## src/rtl/marquee_scroller_if.sv

```systemverilog
// Control, message-write and display signals between the scroller and its user.
// The master side drives enable/dir/writes; the slave (the scroller) returns the
// per-digit character codes and the step/wrap pulses.
interface marquee_scroller_if #(
    parameter int MSG_LEN  = 8,
    parameter int N_DIGITS = 6,
    parameter int CODE_W   = 5
);
    localparam int AW = (MSG_LEN > 1) ? $clog2(MSG_LEN) : 1;

    logic                         enable;
    logic                         dir;
    logic                         wr_en;
    logic [AW-1:0]                wr_addr;
    logic [CODE_W-1:0]            wr_data;
    logic [N_DIGITS*CODE_W-1:0]   digit_codes;
    logic                         step;
    logic                         wrap;

    modport master (
        output enable, dir, wr_en, wr_addr, wr_data,
        input  digit_codes, step, wrap
    );

    modport slave (
        input  enable, dir, wr_en, wr_addr, wr_data,
        output digit_codes, step, wrap
    );
endinterface

```

## src/rtl/marquee_scroller.sv

```systemverilog
// Scrolling message source for a row of seven-segment digits.
// A register buffer holds the message; a ring of MSG_LEN message slots plus GAP
// blanks is scrolled one position per prescaled tick, with an optional pause
// after each wrap. digit_codes is a pure decode of the registered pos and msg.
module marquee_scroller #(
    parameter int TICK_DIV   = 25_000_000,
    parameter int MSG_LEN    = 8,
    parameter int GAP        = 2,
    parameter int HOLD_TICKS = 2,
    parameter int N_DIGITS   = 6,
    parameter int CODE_W     = 5
) (
    input  logic              CLOCK50,
    input  logic              reset,
    marquee_scroller_if.slave bus
);
    localparam int L     = MSG_LEN + GAP;
    localparam int PSW   = (L > 1) ? $clog2(L) : 1;
    localparam int PW    = $clog2(TICK_DIV);
    localparam int HW    = (HOLD_TICKS > 0) ? $clog2(HOLD_TICKS + 1) : 1;
    localparam int IW    = $clog2(L + N_DIGITS);
    localparam int AW    = (MSG_LEN > 1) ? $clog2(MSG_LEN) : 1;
    localparam int WRAPS = (N_DIGITS - 1) / L + 1;

    localparam logic [PSW-1:0]    POS_LAST   = PSW'(L - 1);
    localparam logic [PW-1:0]     PRESC_LAST = PW'(TICK_DIV - 1);
    localparam logic [HW-1:0]     HOLD_LAST  = (HOLD_TICKS > 0) ? HW'(HOLD_TICKS - 1) : '0;
    localparam logic [IW-1:0]     RING_LEN   = IW'(L);
    localparam logic [AW:0]       MSG_LEN_C  = (AW + 1)'(MSG_LEN);
    localparam logic [CODE_W-1:0] BLANK      = '1;

    typedef enum logic [1:0] {IDLE, RUN, HOLD} state_t;

    state_t            state_q, state_d;
    logic [PSW-1:0]    pos_q, pos_d;
    logic [PW-1:0]     presc_q, presc_d;
    logic [HW-1:0]     hold_q, hold_d;
    logic              step_q, step_d;
    logic              wrap_q, wrap_d;
    logic              tick;
    logic [CODE_W-1:0] msg [MSG_LEN];
    logic [N_DIGITS*CODE_W-1:0] codes;

    // Power-on message "PAYSANDU"; slots past the text start blank.
    function automatic logic [CODE_W-1:0] default_char(input int i);
        case (i)
            0:       return CODE_W'(5'h10);
            1:       return CODE_W'(5'h0A);
            2:       return CODE_W'(5'h11);
            3:       return CODE_W'(5'h05);
            4:       return CODE_W'(5'h0A);
            5:       return CODE_W'(5'h12);
            6:       return CODE_W'(5'h0D);
            7:       return CODE_W'(5'h13);
            default: return BLANK;
        endcase
    endfunction

    assign tick = (presc_q == PRESC_LAST);

    // State, position, prescaler, hold count and the registered pulses.
    always_ff @(posedge CLOCK50) begin
        if (reset) begin
            state_q <= IDLE;
            pos_q   <= '0;
            presc_q <= '0;
            hold_q  <= '0;
            step_q  <= 1'b0;
            wrap_q  <= 1'b0;
        end else begin
            state_q <= state_d;
            pos_q   <= pos_d;
            presc_q <= presc_d;
            hold_q  <= hold_d;
            step_q  <= step_d;
            wrap_q  <= wrap_d;
        end
    end

    // Next-state logic: prescaler, scroll step with wrap detection, post-wrap pause.
    always_comb begin
        state_d = state_q;
        pos_d   = pos_q;
        presc_d = presc_q;
        hold_d  = hold_q;
        step_d  = 1'b0;
        wrap_d  = 1'b0;
        if (!bus.enable) begin
            state_d = IDLE;
            presc_d = '0;
            hold_d  = '0;
        end else begin
            case (state_q)
                IDLE: begin
                    state_d = RUN;
                    presc_d = '0;
                    hold_d  = '0;
                end
                RUN: begin
                    presc_d = tick ? '0 : presc_q + 1'b1;
                    if (tick) begin
                        step_d = 1'b1;
                        if (bus.dir) begin
                            wrap_d = (pos_q == '0);
                            pos_d  = wrap_d ? POS_LAST : pos_q - 1'b1;
                        end else begin
                            wrap_d = (pos_q == POS_LAST);
                            pos_d  = wrap_d ? '0 : pos_q + 1'b1;
                        end
                        if (wrap_d && HOLD_TICKS > 0) begin
                            state_d = HOLD;
                            hold_d  = '0;
                        end
                    end
                end
                HOLD: begin
                    presc_d = tick ? '0 : presc_q + 1'b1;
                    if (tick) begin
                        if (hold_q == HOLD_LAST) begin
                            state_d = RUN;
                            hold_d  = '0;
                        end else begin
                            hold_d = hold_q + 1'b1;
                        end
                    end
                end
                default: state_d = IDLE;
            endcase
        end
    end

    // Message buffer: reset to the default text; out-of-range writes are dropped.
    always_ff @(posedge CLOCK50) begin
        if (reset) begin
            for (int i = 0; i < MSG_LEN; i++) msg[i] <= default_char(i);
        end else if (bus.wr_en && ({1'b0, bus.wr_addr} < MSG_LEN_C)) begin
            msg[bus.wr_addr] <= bus.wr_data;
        end
    end

    // Display decode: digit j from the left shows ring slot (pos+j) mod L.
    always_comb begin : decode
        logic [IW-1:0]     idx;
        logic [CODE_W-1:0] ch;
        codes = '1;
        for (int j = 0; j < N_DIGITS; j++) begin
            idx = IW'(pos_q) + IW'(j);
            for (int w = 0; w < WRAPS; w++) begin
                if (idx >= RING_LEN) idx = idx - RING_LEN;
            end
            ch = BLANK;
            for (int k = 0; k < MSG_LEN; k++) begin
                if (idx == IW'(k)) ch = msg[k];
            end
            codes[CODE_W*(N_DIGITS-1-j) +: CODE_W] = ch;
        end
    end

    assign bus.digit_codes = codes;
    assign bus.step        = step_q;
    assign bus.wrap        = wrap_q;
endmodule
```

## src/flat_wrapper.sv

```systemverilog
// flat-port wrapper written by rule: the top's interface ports become plain ports
module marquee_scroller_flat 
#(
    parameter int TICK_DIV   = 25_000_000,
    parameter int MSG_LEN    = 8,
    parameter int GAP        = 2,
    parameter int HOLD_TICKS = 2,
    parameter int N_DIGITS   = 6,
    parameter int CODE_W     = 5
)
  (CLOCK50, reset, bus_enable, bus_dir, bus_wr_en, bus_wr_addr, bus_wr_data, bus_digit_codes, bus_step, bus_wrap);
  marquee_scroller_if #(.MSG_LEN(MSG_LEN), .N_DIGITS(N_DIGITS), .CODE_W(CODE_W)) bus_i ();
  input  logic CLOCK50;
  input  logic reset;
  input wire logic [$bits(bus_i.enable)-1:0] bus_enable;
  input wire logic [$bits(bus_i.dir)-1:0] bus_dir;
  input wire logic [$bits(bus_i.wr_en)-1:0] bus_wr_en;
  input wire logic [$bits(bus_i.wr_addr)-1:0] bus_wr_addr;
  input wire logic [$bits(bus_i.wr_data)-1:0] bus_wr_data;
  output wire logic [$bits(bus_i.digit_codes)-1:0] bus_digit_codes;
  output wire logic [$bits(bus_i.step)-1:0] bus_step;
  output wire logic [$bits(bus_i.wrap)-1:0] bus_wrap;
  assign bus_i.enable = bus_enable;
  assign bus_i.dir = bus_dir;
  assign bus_i.wr_en = bus_wr_en;
  assign bus_i.wr_addr = bus_wr_addr;
  assign bus_i.wr_data = bus_wr_data;
  assign bus_digit_codes = bus_i.digit_codes;
  assign bus_step = bus_i.step;
  assign bus_wrap = bus_i.wrap;
  marquee_scroller #(.TICK_DIV(TICK_DIV), .MSG_LEN(MSG_LEN), .GAP(GAP), .HOLD_TICKS(HOLD_TICKS), .N_DIGITS(N_DIGITS), .CODE_W(CODE_W)) u_core (.CLOCK50(CLOCK50), .reset(reset), .bus(bus_i));
endmodule
```

## config.mk

```make
export PLATFORM = sky130hd
export DESIGN_NAME = marquee_scroller_flat
export DESIGN_NICKNAME = d
export VERILOG_FILES = /design/src/rtl/marquee_scroller_if.sv /design/src/rtl/marquee_scroller.sv /design/src/flat_wrapper.sv
export SDC_FILE = /design/constraint.sdc
export NUM_CORES = 1
export LEC_CHECK = 0
export CORE_MARGIN = 1.5
export CORE_UTILIZATION = 55
export DETAILED_ROUTE_END_ITERATION = 6
export PLACE_DENSITY = 0.76
export SLEW_MARGIN = 20
export SYNTH_ARGS = -nofsm -noshare
export SYNTH_HDL_FRONTEND = slang
export SYNTH_SLANG_ARGS = --single-unit
```

## constraint.sdc

```tcl
create_clock -name CLOCK50 -period 3.2 [get_ports CLOCK50]
set_clock_uncertainty 0.1 [all_clocks]
set_input_delay 0.32 -clock CLOCK50 [delete_from_list [all_inputs] [get_ports CLOCK50]]
set_output_delay 0.32 -clock CLOCK50 [all_outputs]
set_load 0.005 [all_outputs]
```

== After elaboration in Yosys (flattened, before gate mapping) ==
Memory sizes are Yosys's and may differ from the RTL's.
Index checks and enable logic that the tools add are counted.

* Register bits: 35
* Bits in writable memories: 40
* Bits of input ports: 13
* Memories kept: 1

{| class="wikitable"
|+ Memories
! memory !! words !! bits a word !! read ports !! clocked after memory_dff !! write ports !! RTL line !! text
|-
| u_core.msg || 8 || 5 || 8 || 0 || 8 || marquee_scroller.sv:41 || <nowiki>logic [CODE_W-1:0] msg [MSG_LEN];</nowiki>
|}

* $add $sub $neg: 14
* Order comparisons: 6
* Equality and inequality tests: 51
* Muxes and demuxes: 89
* Bitwise gates (word level): 3
* Reduce and logical (&&, ||, !) cells: 18

{| class="wikitable"
|+ Operator list
! kind !! number
|-
| $mux W5 || 56
|-
| $eq A4 B3 Y1 const B || 24
|-
| $pmux W25 S2 || 1
|-
| $eq A4 B2 Y1 const B || 12
|-
| $mux W4 || 9
|-
| $logic_not A4 Y1 || 7
|-
| $add A25 B1 Y25 const B || 1
|-
| $eq A25 B25 Y1 const B || 1
|-
| $mux W25 || 1
|-
| $eq A4 B1 Y1 const B || 6
|-
| $ge A4 B4 Y1 const B || 6
|-
| $sub A4 B4 Y4 const B || 6
|-
| $mux W2 || 8
|-
| $pmux W2 S3 || 2
|-
| $mux W1 || 11
|-
| $add A4 B2 Y4 const B || 2
|-
| $add A4 B3 Y4 const B || 2
|-
| $ne A2 B1 Y1 const B || 4
|-
| $reduce_and A4 Y1 || 2
|-
| $reduce_or A5 Y1 || 1
|-
| $add A4 B1 Y4 const B || 1
|-
| $eq A2 B1 Y1 const B || 2
|-
| $eq A4 B4 Y1 const B || 1
|-
| $reduce_or A2 Y1 || 2
|-
| other kinds (11) || 13
|}

== Depth between registers and ports, before layout ==
Gate-level depths: netlist (run 1).

* Word-level depth: 12
* Depth in mapped cells: 13
* Mapped depth without buffers: 10

== Least setup slack after synthesis (run 1) ==
Ideal clock, no wire load.

* Kind: register to output
* From: reg u_core.pos_q[0]
* To: out bus_digit_codes[21]
* Data arrival time: 3.133 ns
* Setup slack: -0.353 ns
* Stages on the path, launching flop included: 13
* Buffers on the path: 4
* Path through: dfxtp_1 buf_4 inv_1 buf_2 clkbuf_1 ha_1 inv_1 clkbuf_1 ha_1 or2_2 o32ai_1 and2_1 a211oi_1

* Longest elaborated chain between the ends: 12
* Elaborated cells on any way between the ends: 20

{| class="wikitable"
|+ Ends and longest elaborated chain
! element !! RTL line !! text
|-
| start, declared || marquee_scroller.sv:35 || <nowiki>logic [PSW-1:0] pos_q, pos_d;</nowiki>
|-
| start signal, assigned || marquee_scroller.sv:72 || <nowiki>pos_q <= pos_d;</nowiki>
|-
| $add A4 B1 Y4 (*) || marquee_scroller.sv:147 || <nowiki>idx = IW'(pos_q) + IW'(j);</nowiki>
|-
| $sub A4 B4 Y4 or $ge A4 B4 Y1 (tied branches) || marquee_scroller.sv:149 || <nowiki>if (idx >= RING_LEN) idx = idx - RING_LEN;</nowiki>
|-
| $mux W4 (*) || marquee_scroller.sv:149 ||
|-
| $logic_not A4 Y1 || marquee_scroller.sv:153 || <nowiki>if (idx == IW'(k)) ch = msg[k];</nowiki>
|-
| $mux W5 (7 in series) || marquee_scroller.sv:153 ||
|-
| $mux W5 (*) || marquee_scroller.sv:153 ||
|-
| end, declared || flat_wrapper.sv:20 || <nowiki>output wire logic [$bits(bus_i.digit_codes)-1:0] bus_digit_codes;</nowiki>
|}

Every way passes the cells marked *; elsewhere a longest branch is shown, timed or not.

== Worst setup path after layout (run 1) ==
* From: reg u_core.pos_q[2]
* To: out bus_digit_codes[8]

* Longest elaborated chain between the ends: 12
* Elaborated cells on any way between the ends: 20

{| class="wikitable"
|+ Ends and longest elaborated chain
! element !! RTL line
|-
| $add A4 B3 Y4 (*) || marquee_scroller.sv:147
|-
| $sub A4 B4 Y4 or $ge A4 B4 Y1 (tied branches) || marquee_scroller.sv:149
|-
| $mux W4 (*) || marquee_scroller.sv:149
|-
| $logic_not A4 Y1 || marquee_scroller.sv:153
|-
| $mux W5 (7 in series) || marquee_scroller.sv:153
|-
| $mux W5 (*) || marquee_scroller.sv:153
|}

Marked as above.

==> results of run 1 <==
[area by class of cell]
type | instances | share of cell area (%)
multi-input cells | 571 | 55.8
well taps | 143 | 2.15
flip-flops and latches | 75 | 23.0
repair buffers | 132 | 13.8
clock buffers | 12 | 2.96
inverters | 30 | 1.44
clock inverters | 4 | 0.886
[metrics by stage]
stage / hold slack [ps] / setup WS (ps) / util (%) / std cells
2_1_floorplan: 324 / 24.4 / - / 709
3_3_place_gp: 337 / 20.9 / 65.5 / 934
3_5_place_dp: 339 / 7.49 / 65.5 / 934
4_1_cts: 350 / -76.2 / 71.2 / 957
5_1_grt: 367 / -72.5 / 72.6 / 967
6_report: 348 / 13.2 / 72.6 / 967
[state kept, by name (all words and copies together) (netlist names)]
name,cells
u_core.msg,40
u_core.hold_q,2
u_core.state_q,2
u_core.bus.wrap,1
u_core.pos_q,4
u_core.presc_q,25
u_core.bus.step,1
[worst paths after layout]
kind	start	to	slack, ps	cells after the start
setup / recovery	u_core.pos_q[2]	bus_digit_codes[8]	10	10
hold / removal	u_core.hold_q[1]	u_core.hold_q[1]	350	2
setup reg to reg	u_core.state_q[0]	u_core.presc_q[21]	790	6
hold reg to reg	u_core.hold_q[1]	u_core.hold_q[1]	350	2
[logic make-up after synthesis]
family                     count (synthesis)
and+or+nand+nor                          277
AOI/OAI and AO/OA                        197
DFF                                       75
buffers and inverters                     63
muxes                                     43
xor gates and xnor gates                  28
adders and majority gates                 26
[layout by cell type, fill, tap and decap left out, types with 14 or more instances in the layout]
| cell | synthesis | final |
|---|---|---|
| mux2i_1 | 25 | 23 |
| o22ai_1 | 18 | 16 |
| nand3_1 | 21 | 21 |
| nor2_1 | 55 | 52 |
| clkdlybuf4s50_1 | 0 | 16 |
| a21oi_1 | 36 | 33 |
| edfxtp_1 | 40 | 40 |
| buf_4 | 7 | 77 |
| inv_1 | 27 | 24 |
| nor3_1 | 26 | 23 |
| nand2b_1 | 19 | 19 |
| and2_1 | 25 | 25 |
| dfxtp_1 | 35 | 31 |
| ha_1 | 26 | 14 |
| nand2_1 | 40 | 40 |
| dlygate4sd2_1 | 0 | 23 |
[routing by layer]
layer	vias to the layer above	GRT usage (%)
met4	0	15.3
met3	68	3.65
met5	-	0
met2	326	55.8
li1	2943	-
met1	3085	41.8
[power by group]
group          internal (uW)  switching [uW]  leakage, uW  total [uW]
Clock                    704             373     0.000157        1080
Sequential              1050            61.0     0.000676        1110
Combinational            125             128      0.00232         252
Total                   1880             561      0.00315        2440
[worst register-to-register path: cells and delay by family (launching register included)]
kind	cells	cell delay, ps
xor gates and xnor gates	1	210
and+or+nand+nor	4	1300
DFF	1	350
adders and majority gates	1	340
[timing repair]
action | in CTS | in global routing
pin swaps | 25 | 20
setup endpoints to repair | 30 | 18
buffers inserted | 7 | 10
gates cloned | 0 | 0
resized for setup | 90 | 22
==> flow_metrics.env, run 1 <==
export IMPL_crit_top_cell="buf_4"
export IMPL_finalInstanceArea_sq_um=8330
export IMPL_critPathMaxFanout=5
export IMPL_regArea_sq_um=1910
export IMPL_nets=858
export IMPL_ys_warnings_count=0
export IMPL_yosysMostFrequentCell="nor2_1"
export IMPL_place_area_sq_um=7510
export IMPL_dr_total_vias=6422
export IMPL_remaining_drc_errors=0
export IMPL_grt_pass1_vias=6184
export IMPL_finalSetupViolCount=0
export IMPL_cts_buffers=9
export IMPL_dp_hpwl_mm=15.2
export IMPL_synth_cell_type_count=97
export IMPL_grt_pass1_wl_mm=32.5
export IMPL_finalWirelength_mm=20.4
export IMPL_rows=39
export IMPL_fmax_mhz=314
export IMPL_status="complete, no violations"
export IMPL_top_layer="met4"
export IMPL_syn_num_nets=748
export IMPL_synth_edf_count=40
export IMPL_cp_end_kind="output port"
export IMPL_initialDrtViolationCount=729
export IMPL_synth_top_family_by_area="simple AND/OR/NAND/NOR gates"
export IMPL_worstPathCellList="inv_4, buf_4, ha_1, xor2_1, o2111a_1, or3_4, buf_4, o22ai_1, mux2i_1, dlygate4sd2_1"
export IMPL_syn_inst=709
export IMPL_power_density_nw_per_um2=293
export IMPL_grt_max_degree=52
export IMPL_period_minus_slack_ps=3190
export IMPL_drv_slew=0
export IMPL_ir_drop_uv=393
export IMPL_post_route_cells_drive_above_1_share_pct=28.4
export IMPL_synth_xor_area_share_pct=4.41
export IMPL_power_uw=2440
export IMPL_muxShareOfSynthArea_pct=8.25
export IMPL_m1WireLength_mm=8.24
export IMPL_timing_setup_critical_path_class="register to output port"
export IMPL_gp_congestion=1.00
export IMPL_clk_path_buf_depth=2
export IMPL_io_pins=45
export IMPL_synth_simple_gate_area_share_pct=25.2
export IMPL_cp_num_buf_inv=4
export IMPL_critical_path_required_ps=2780
export IMPL_multiInputGateArea_sq_um=4650
export IMPL_core_area_sq_um=11500
export IMPL_routedWlPerCell_um=21.1
export IMPL_grt_use_total_pct=32.8
export IMPL_ys_seq_area_share_pct=29.3
export IMPL_tightest_slew_ps=628
export IMPL_path_clk_slew_ps=60
export IMPL_setup_tns_ps=0
export IMPL_die_w_um=112
export IMPL_cts_sinks=75
export IMPL_start_util_pct=56.6
export IMPL_fillers=858
export IMPL_root_buffer="clkbuf_16"
export IMPL_antenna_found_initial=0
export IMPL_synth_common_cells="nor2_1 (55), edfxtp_1 (40), nand2_1 (40)"
export IMPL_crit_family="buffers and inverters"
export IMPL_yosys_top_cells_area="edfxtp_1 (19%), dfxtp_1 (11%), ha_1 (5.0%)"
export IMPL_min_path_type="register to register"
export IMPL_die_area_sq_um=12500
export IMPL_die_h_um=112
export IMPL_slew_headroom_pct=57.8
export IMPL_synth_seq_cells=75
export IMPL_diodes=0
export IMPL_firstDrtPassIters=6
export IMPL_port_buffer_count=44
export IMPL_avgSynthCellArea_sq_um=9.15
export IMPL_via_per_inst=6.64
export IMPL_async_flop_share_pct=0
export IMPL_cap_violations=0
export IMPL_arrival_ps=2770
export IMPL_netlist_area_sq_um=6490
export IMPL_synth_top_cell_by_area="edfxtp_1"
export IMPL_cpPeakStageDelay_ps=420
export IMPL_hold_viol_final=0
export IMPL_area_delta_synth_final_pct=28.3
export IMPL_start_kind="register"
export IMPL_synth_compound_area_share_pct=22.9
export IMPL_wl_met3_mm=1.32
export IMPL_rsz0062_at_grt="true"
export IMPL_overflow=0
export IMPL_antenna_left=0
export IMPL_cts_tree="built"
export IMPL_cts_hold_buf=0
export IMPL_yosys_area_top_type_share_pct=18.5
export IMPL_leakagePower_uw=0.00315
export IMPL_h_tree_depth=3
export IMPL_clkLatencyLatePin_ps=330
export IMPL_synth_fa_ha_area_share_pct=5.01
export IMPL_fin_crit_sh_pct=99.6
export IMPL_wl_met2_mm=10.0
export IMPL_ys_flop_type="edfxtp_1"
export IMPL_crit_slowest_cell="or3_4"
No activity file was read; power rests on OpenSTA's default activity.
==> run 2, diff against run 1 <==
Settings changed: SETUP_SLACK_MARGIN set to 0.4.
==> flow_metrics.env, run 2 (synthesized netlist as in run 1, its figures left out) <==
export IMPL_status="finished, violations left"
export IMPL_violations="negative setup slack"
export IMPL_antenna_found_initial=0
export IMPL_grt_max_degree=48
export IMPL_root_buffer="clkbuf_16"
export IMPL_rr_startpoint="u_core.presc_q[0]"
export IMPL_clkLatencyLatePin_ps=350
export IMPL_die_area_sq_um=12500
export IMPL_fillers=707
export IMPL_fin_ws_ps=-232
export IMPL_cts_tree="built"
export IMPL_timing_setup_critical_path_class="register to output port"
export IMPL_p_int_uw=1710
export IMPL_start_kind="register"
export IMPL_tightest_slew_ps=858
export IMPL_slew_headroom_pct=42.4
export IMPL_routedWlPerCell_um=25.0
export IMPL_seq_power_share_pct=48.3
export IMPL_port_buffer_count=44
export IMPL_fin_crit_sh_pct=107
export IMPL_grt_pass1_wl_mm=35.4
export IMPL_remaining_drc_errors=0
export IMPL_diodes=0
export IMPL_m1WireLength_mm=9.43
export IMPL_multiInputGateArea_sq_um=5090
export IMPL_die_w_um=112
export IMPL_largest_reg_flops=40
export IMPL_period_minus_slack_ps=3430
export IMPL_top_layer="met4"
export IMPL_regArea_sq_um=1920
export IMPL_grt_use_total_pct=35.9
export IMPL_reg2reg_to="u_core.pos_q[1]"
export IMPL_firstDrtPassIters=6
export IMPL_post_route_cells_drive_above_1_share_pct=39.9
export IMPL_dp_hpwl_mm=14.9
export IMPL_arrival_ps=3010
export IMPL_cp_end_kind="output port"
export IMPL_drv_slew=0
export IMPL_rsz0062_at_grt="true"
export IMPL_crit_path_end="bus_digit_codes[27]"
export IMPL_power_uw=2300
export IMPL_critical_path_required_ps=2780
export IMPL_min_path_type="register to register"
export IMPL_cts_hold_buf=0
export IMPL_die_h_um=112
export IMPL_area_delta_synth_final_pct=40.4
export IMPL_cts_buffers=9
export IMPL_gp_congestion=0.985
export IMPL_p_switching_uw=592
export IMPL_hold_viol_final=0
export IMPL_start_util_pct=56.6
export IMPL_wl_met3_mm=2.20
export IMPL_via_per_inst=6.94
export IMPL_leakagePower_uw=0.00350
export IMPL_clk_path_buf_depth=2
export IMPL_antenna_left=0
export IMPL_final_common_cell="buf_4"
export IMPL_reg_largest_list="u_core.msg x40, u_core.presc_q x25, u_core.pos_q x4"
export IMPL_io_pins=45
export IMPL_rows=39
export IMPL_dr_total_vias=6988
export IMPL_cts_sinks=75
export IMPL_rr_worst_depth=6
export IMPL_max_flop_register="u_core.msg"
export IMPL_initialDrtViolationCount=881
export IMPL_path_clk_slew_ps=70
export IMPL_fin_util_pct=79.5
export IMPL_nets=898
export IMPL_grt_pass1_vias=6579
export IMPL_r2r_slack_ps=780
export IMPL_overflow=0
export IMPL_finalWirelength_mm=25.2
export IMPL_power_frac_clock_pct=39.8
export IMPL_power_frac_comb_pct=11.9
export IMPL_critPathMaxFanout=5
export IMPL_p_sw_share_pct=25.7
export IMPL_core_area_sq_um=11500
export IMPL_fmax_mhz=291
export IMPL_layout_common_cells="buf_4 (90), nor2_1 (49), edfxtp_1 (40)"
export IMPL_holdWs_ps=354
export IMPL_finalSetupViolCount=4
export IMPL_critPathLaunch="u_core.pos_q[2]"
export IMPL_cap_violations=0
export IMPL_power_density_nw_per_um2=253
export IMPL_wl_met2_mm=11.8
export IMPL_ir_drop_uv=381
export IMPL_h_tree_depth=3
-- run 2: cell count changes in the layout (fill, tap and decap cells not counted), sizes merged --
cell,before,now
dlymetal6s2s,3,0
bufinv,2,0
clkdlybuf4s50,16,14
buf,88,153
bufbuf,0,1
dlygate4sd2,23,0
clkbuf,13,16
clkdlybuf4s15,1,2
-- run 2: worst min path at each step --
stage,slack [ps],cells past startpoint,to,startpoint
floorplan,320,2,u_core.hold_q[1],u_core.hold_q[1]
global placement,330,2,u_core.hold_q[1],u_core.hold_q[1]
detailed placement,340,2,u_core.hold_q[1],u_core.hold_q[1]
CTS,350,2,u_core.hold_q[1],u_core.hold_q[1]
global route,360,2,u_core.hold_q[1],u_core.hold_q[1]
finish,350,2,u_core.hold_q[1],u_core.hold_q[1]
-- run 2: critical path, cell delays in order, from the launching register on --
cell	delay, ps
dfxtp_4	350
buf_4	150
inv_6	100
buf_6	130
ha_4	140
nor3b_2	40
buf_4	140
buf_4	140
nor3_1	660
a22o_1	280
o32ai_2	90
buf_4	160
a22o_1	160
buf_2	120
-- run 2: repair_timing --
item	in CTS	in global routing
buffers inserted	46	18
gates resized for setup	228	51
setup endpoints to repair	30	30
gates cloned	3	0
pin swaps	63	40
-- run 2: stage by stage --
| stage | instances | area (sq um) | setup WS (ps) | TNS (ps) |
|---|---|---|---|---|
| after floorplan | 709 | 6640 | 302 | 0 |
| after global placement | 924 | 7500 | 68.9 | 0 |
| after detailed placement | 924 | 7500 | -23.7 | -23.7 |
| after CTS | 989 | 8720 | 177 | 0 |
| after global routing | 1007 | 9110 | -281 | -1050 |
| final | 1007 | 9110 | -232 | -583 |
-- run 2: cell type report --
| class | instances | area share, % |
|---|---|---|
| timing repair buffer | 172 | 16.9 |
| clock buffer | 14 | 2.72 |
| sequential | 75 | 21.0 |
| multi-input combinational | 571 | 55.8 |
| clock inverter | 2 | 0.151 |
| tap | 143 | 1.96 |
| inverter | 30 | 1.37 |
-- run 2: power by group through the flow --
stage	sequential, uW	combinational [uW]	clock [uW]
after detailed placement	1120	260	0
final	1110	273	916
after global routing	1110	290	951
after floorplan	1090	143	0
after CTS	1100	257	904
after global placement	1120	257	0
-- run 2: per-layer routing --
metal,up-vias,track usage (%)
li1,3009,-
met1,3289,43.8
met2,525,60.1
met3,165,5.33
met4,0,21.4
met5,-,0
==> run 3, diff against run 2 <==
Settings changed: CORE_MARGIN 1.5 to 5.
==> flow_metrics.env, run 3 (synthesized netlist as in run 1, its figures left out) <==
export IMPL_grt_use_total_pct=31.4
export IMPL_cts_tree="built"
export IMPL_clkLatencyLatePin_ps=330
export IMPL_largest_reg_flops=40
export IMPL_firstDrtPassIters=6
export IMPL_fin_crit_sh_pct=96.0
export IMPL_arrival_ps=2650
export IMPL_grt_busiest_layer="met2"
export IMPL_die_area_sq_um=14100
export IMPL_die_h_um=119
export IMPL_critical_path_required_ps=2780
export IMPL_met2_usage_pct=52.9
export IMPL_slew_headroom_pct=49.5
export IMPL_use_met1_pct=38.3
export IMPL_tightest_slew_ps=736
export IMPL_power_density_nw_per_um2=265
export IMPL_cap_violations=0
export IMPL_grt_pass1_vias=6636
export IMPL_cts_sinks=75
export IMPL_status="complete, no violations"
export IMPL_area_delta_synth_final_pct=39.3
export IMPL_start_util_pct=56.4
export IMPL_initialDrtViolationCount=1046
export IMPL_dp_cells=925
export IMPL_drv_slew=0
export IMPL_h_tree_depth=3
export IMPL_root_buffer="clkbuf_16"
export IMPL_core_area_sq_um=11500
export IMPL_grt_pass1_wl_mm=35.5
export IMPL_gp_congestion=0.985
export IMPL_p_switching_uw=594
export IMPL_finalWirelength_mm=23.5
export IMPL_fillers=707
export IMPL_grt_max_degree=48
export IMPL_power_frac_comb_pct=11.0
export IMPL_period_minus_slack_ps=3070
export IMPL_finalSetupViolCount=0
export IMPL_min_path_type="register to register"
export IMPL_cp_end_kind="output port"
export IMPL_holdWs_ps=351
export IMPL_dr_total_vias=6800
export IMPL_cts_buffers=9
export IMPL_grt_use_met3_pct=5.40
export IMPL_routedWlPerCell_um=23.5
export IMPL_timing_setup_critical_path_class="register to output port"
export IMPL_diodes=0
export IMPL_power_frac_clock_pct=42.4
export IMPL_path_clk_slew_ps=60
export IMPL_die_w_um=119
export IMPL_critPathMaxFanout=4
export IMPL_p_int_uw=1800
export IMPL_io_pins=45
export IMPL_overflow=0
export IMPL_post_route_cells_drive_above_1_share_pct=39.7
export IMPL_place_area_sq_um=7510
export IMPL_seq_power_share_pct=46.6
export IMPL_finalInstanceArea_sq_um=9040
export IMPL_p_sw_share_pct=24.8
export IMPL_finalNonFillerCells=1002
export IMPL_ir_drop_uv=443
export IMPL_via_per_inst=6.79
export IMPL_reg_largest_list="u_core.msg x40, u_core.presc_q x25, u_core.pos_q x4"
export IMPL_antenna_left=0
export IMPL_remaining_drc_errors=0
export IMPL_dp_hpwl_mm=15.1
export IMPL_rows=39
export IMPL_fmax_mhz=326
export IMPL_max_flop_register="u_core.msg"
export IMPL_leakagePower_uw=0.00348
export IMPL_start_kind="register"
export IMPL_final_common_cell="buf_4"
export IMPL_port_buffer_count=44
export IMPL_layout_common_cells="buf_4 (93), nor2_1 (49), edfxtp_1 (40)"
export IMPL_cts_hold_buf=0
export IMPL_clk_path_buf_depth=2
export IMPL_r2r_slack_ps=820
export IMPL_rsz0062_at_grt="true"
export IMPL_hold_viol_final=0
export IMPL_nets=893
export IMPL_antenna_found_initial=0
[run 3: cell types whose count changed in the layout (fill, tap and decap cells not counted), sizes merged]
cell | previous run | this run
clkbuf | 16 | 13
buf | 153 | 143
inv | 30 | 31
bufbuf | 1 | 2
clkdlybuf4s15 | 2 | 1
bufinv | 0 | 1
dlygate4sd2 | 0 | 5
clkinvlp | 0 | 1
[run 3: cell type report]
| type | instances | area (sq um) | area share [%] |
|---|---|---|---|
| Multi-Input combinational cell | 571 | 5010 | 55.4 |
| Sequential cell | 75 | 1910 | 21.2 |
| Timing Repair Buffer | 167 | 1510 | 16.6 |
| Clock buffer | 11 | 243 | 2.68 |
| Tap cell | 143 | 179 | 1.98 |
| Inverter | 30 | 133 | 1.47 |
| Clock inverter | 5 | 60.1 | 0.664 |
[run 3: worst paths after layout]
check / start / to / cells after the start
setup / recovery: u_core.pos_q[1] / bus_digit_codes[4] / 11
hold / removal: u_core.hold_q[1] / u_core.hold_q[1] / 2
setup reg to reg: u_core.state_q[0] / u_core.presc_q[15] / 6
hold reg to reg: u_core.hold_q[1] / u_core.hold_q[1] / 2
[run 3: critical path, cell delays in order (launching register included)]
cell and delay [ps]:
dfxtp_4 380, ha_4 190, xnor2_4 180, inv_2 80, ha_4 280, nor2b_4 180, nand4_1 290, buf_4 250
a31oi_4 140, a221o_1 130, a22oi_1 90, buf_2 130
[run 3: through the flow]
| step | total power, uW | setup slack, ps | TNS [ps] | utilization [%] |
|---|---|---|---|---|
| 6_report | 2390 | 128 | 0 | 78.5 |
| 5_1_grt | 2480 | 48.0 | 0 | 78.5 |
| 4_1_cts | 2380 | 216 | 0 | 75.8 |
| 3_5_place_dp | 1380 | 0.400 | 0 | 65.2 |
| 3_3_place_gp | 1380 | -3.34 | -3.34 | 65.2 |
| 2_1_floorplan | 1240 | 302 | 0 | - |
[run 3: what timing repair did]
action / in CTS / in global routing
gates resized for setup: 218 / 39
buffers inserted: 44 / 12
setup endpoints to repair: 30 / 30
gates cloned: 4 / 1
pin swaps: 68 / 37
[run 3: power by group through the flow]
stage | combinational [uW] | clock [uW] | sequential (uW)
detailed placement | 259 | 0 | 1130
floorplan | 143 | 0 | 1090
finish | 263 | 1010 | 1120
CTS | 253 | 1020 | 1100
global route | 283 | 1080 | 1120
global placement | 257 | 0 | 1120
[run 3: layer usage]
layer,routed length (um),vias to the layer above
met4,1350,0
met3,2070,133
li1,-,3018
met2,11200,403
met1,8860,3246
met5,0,-
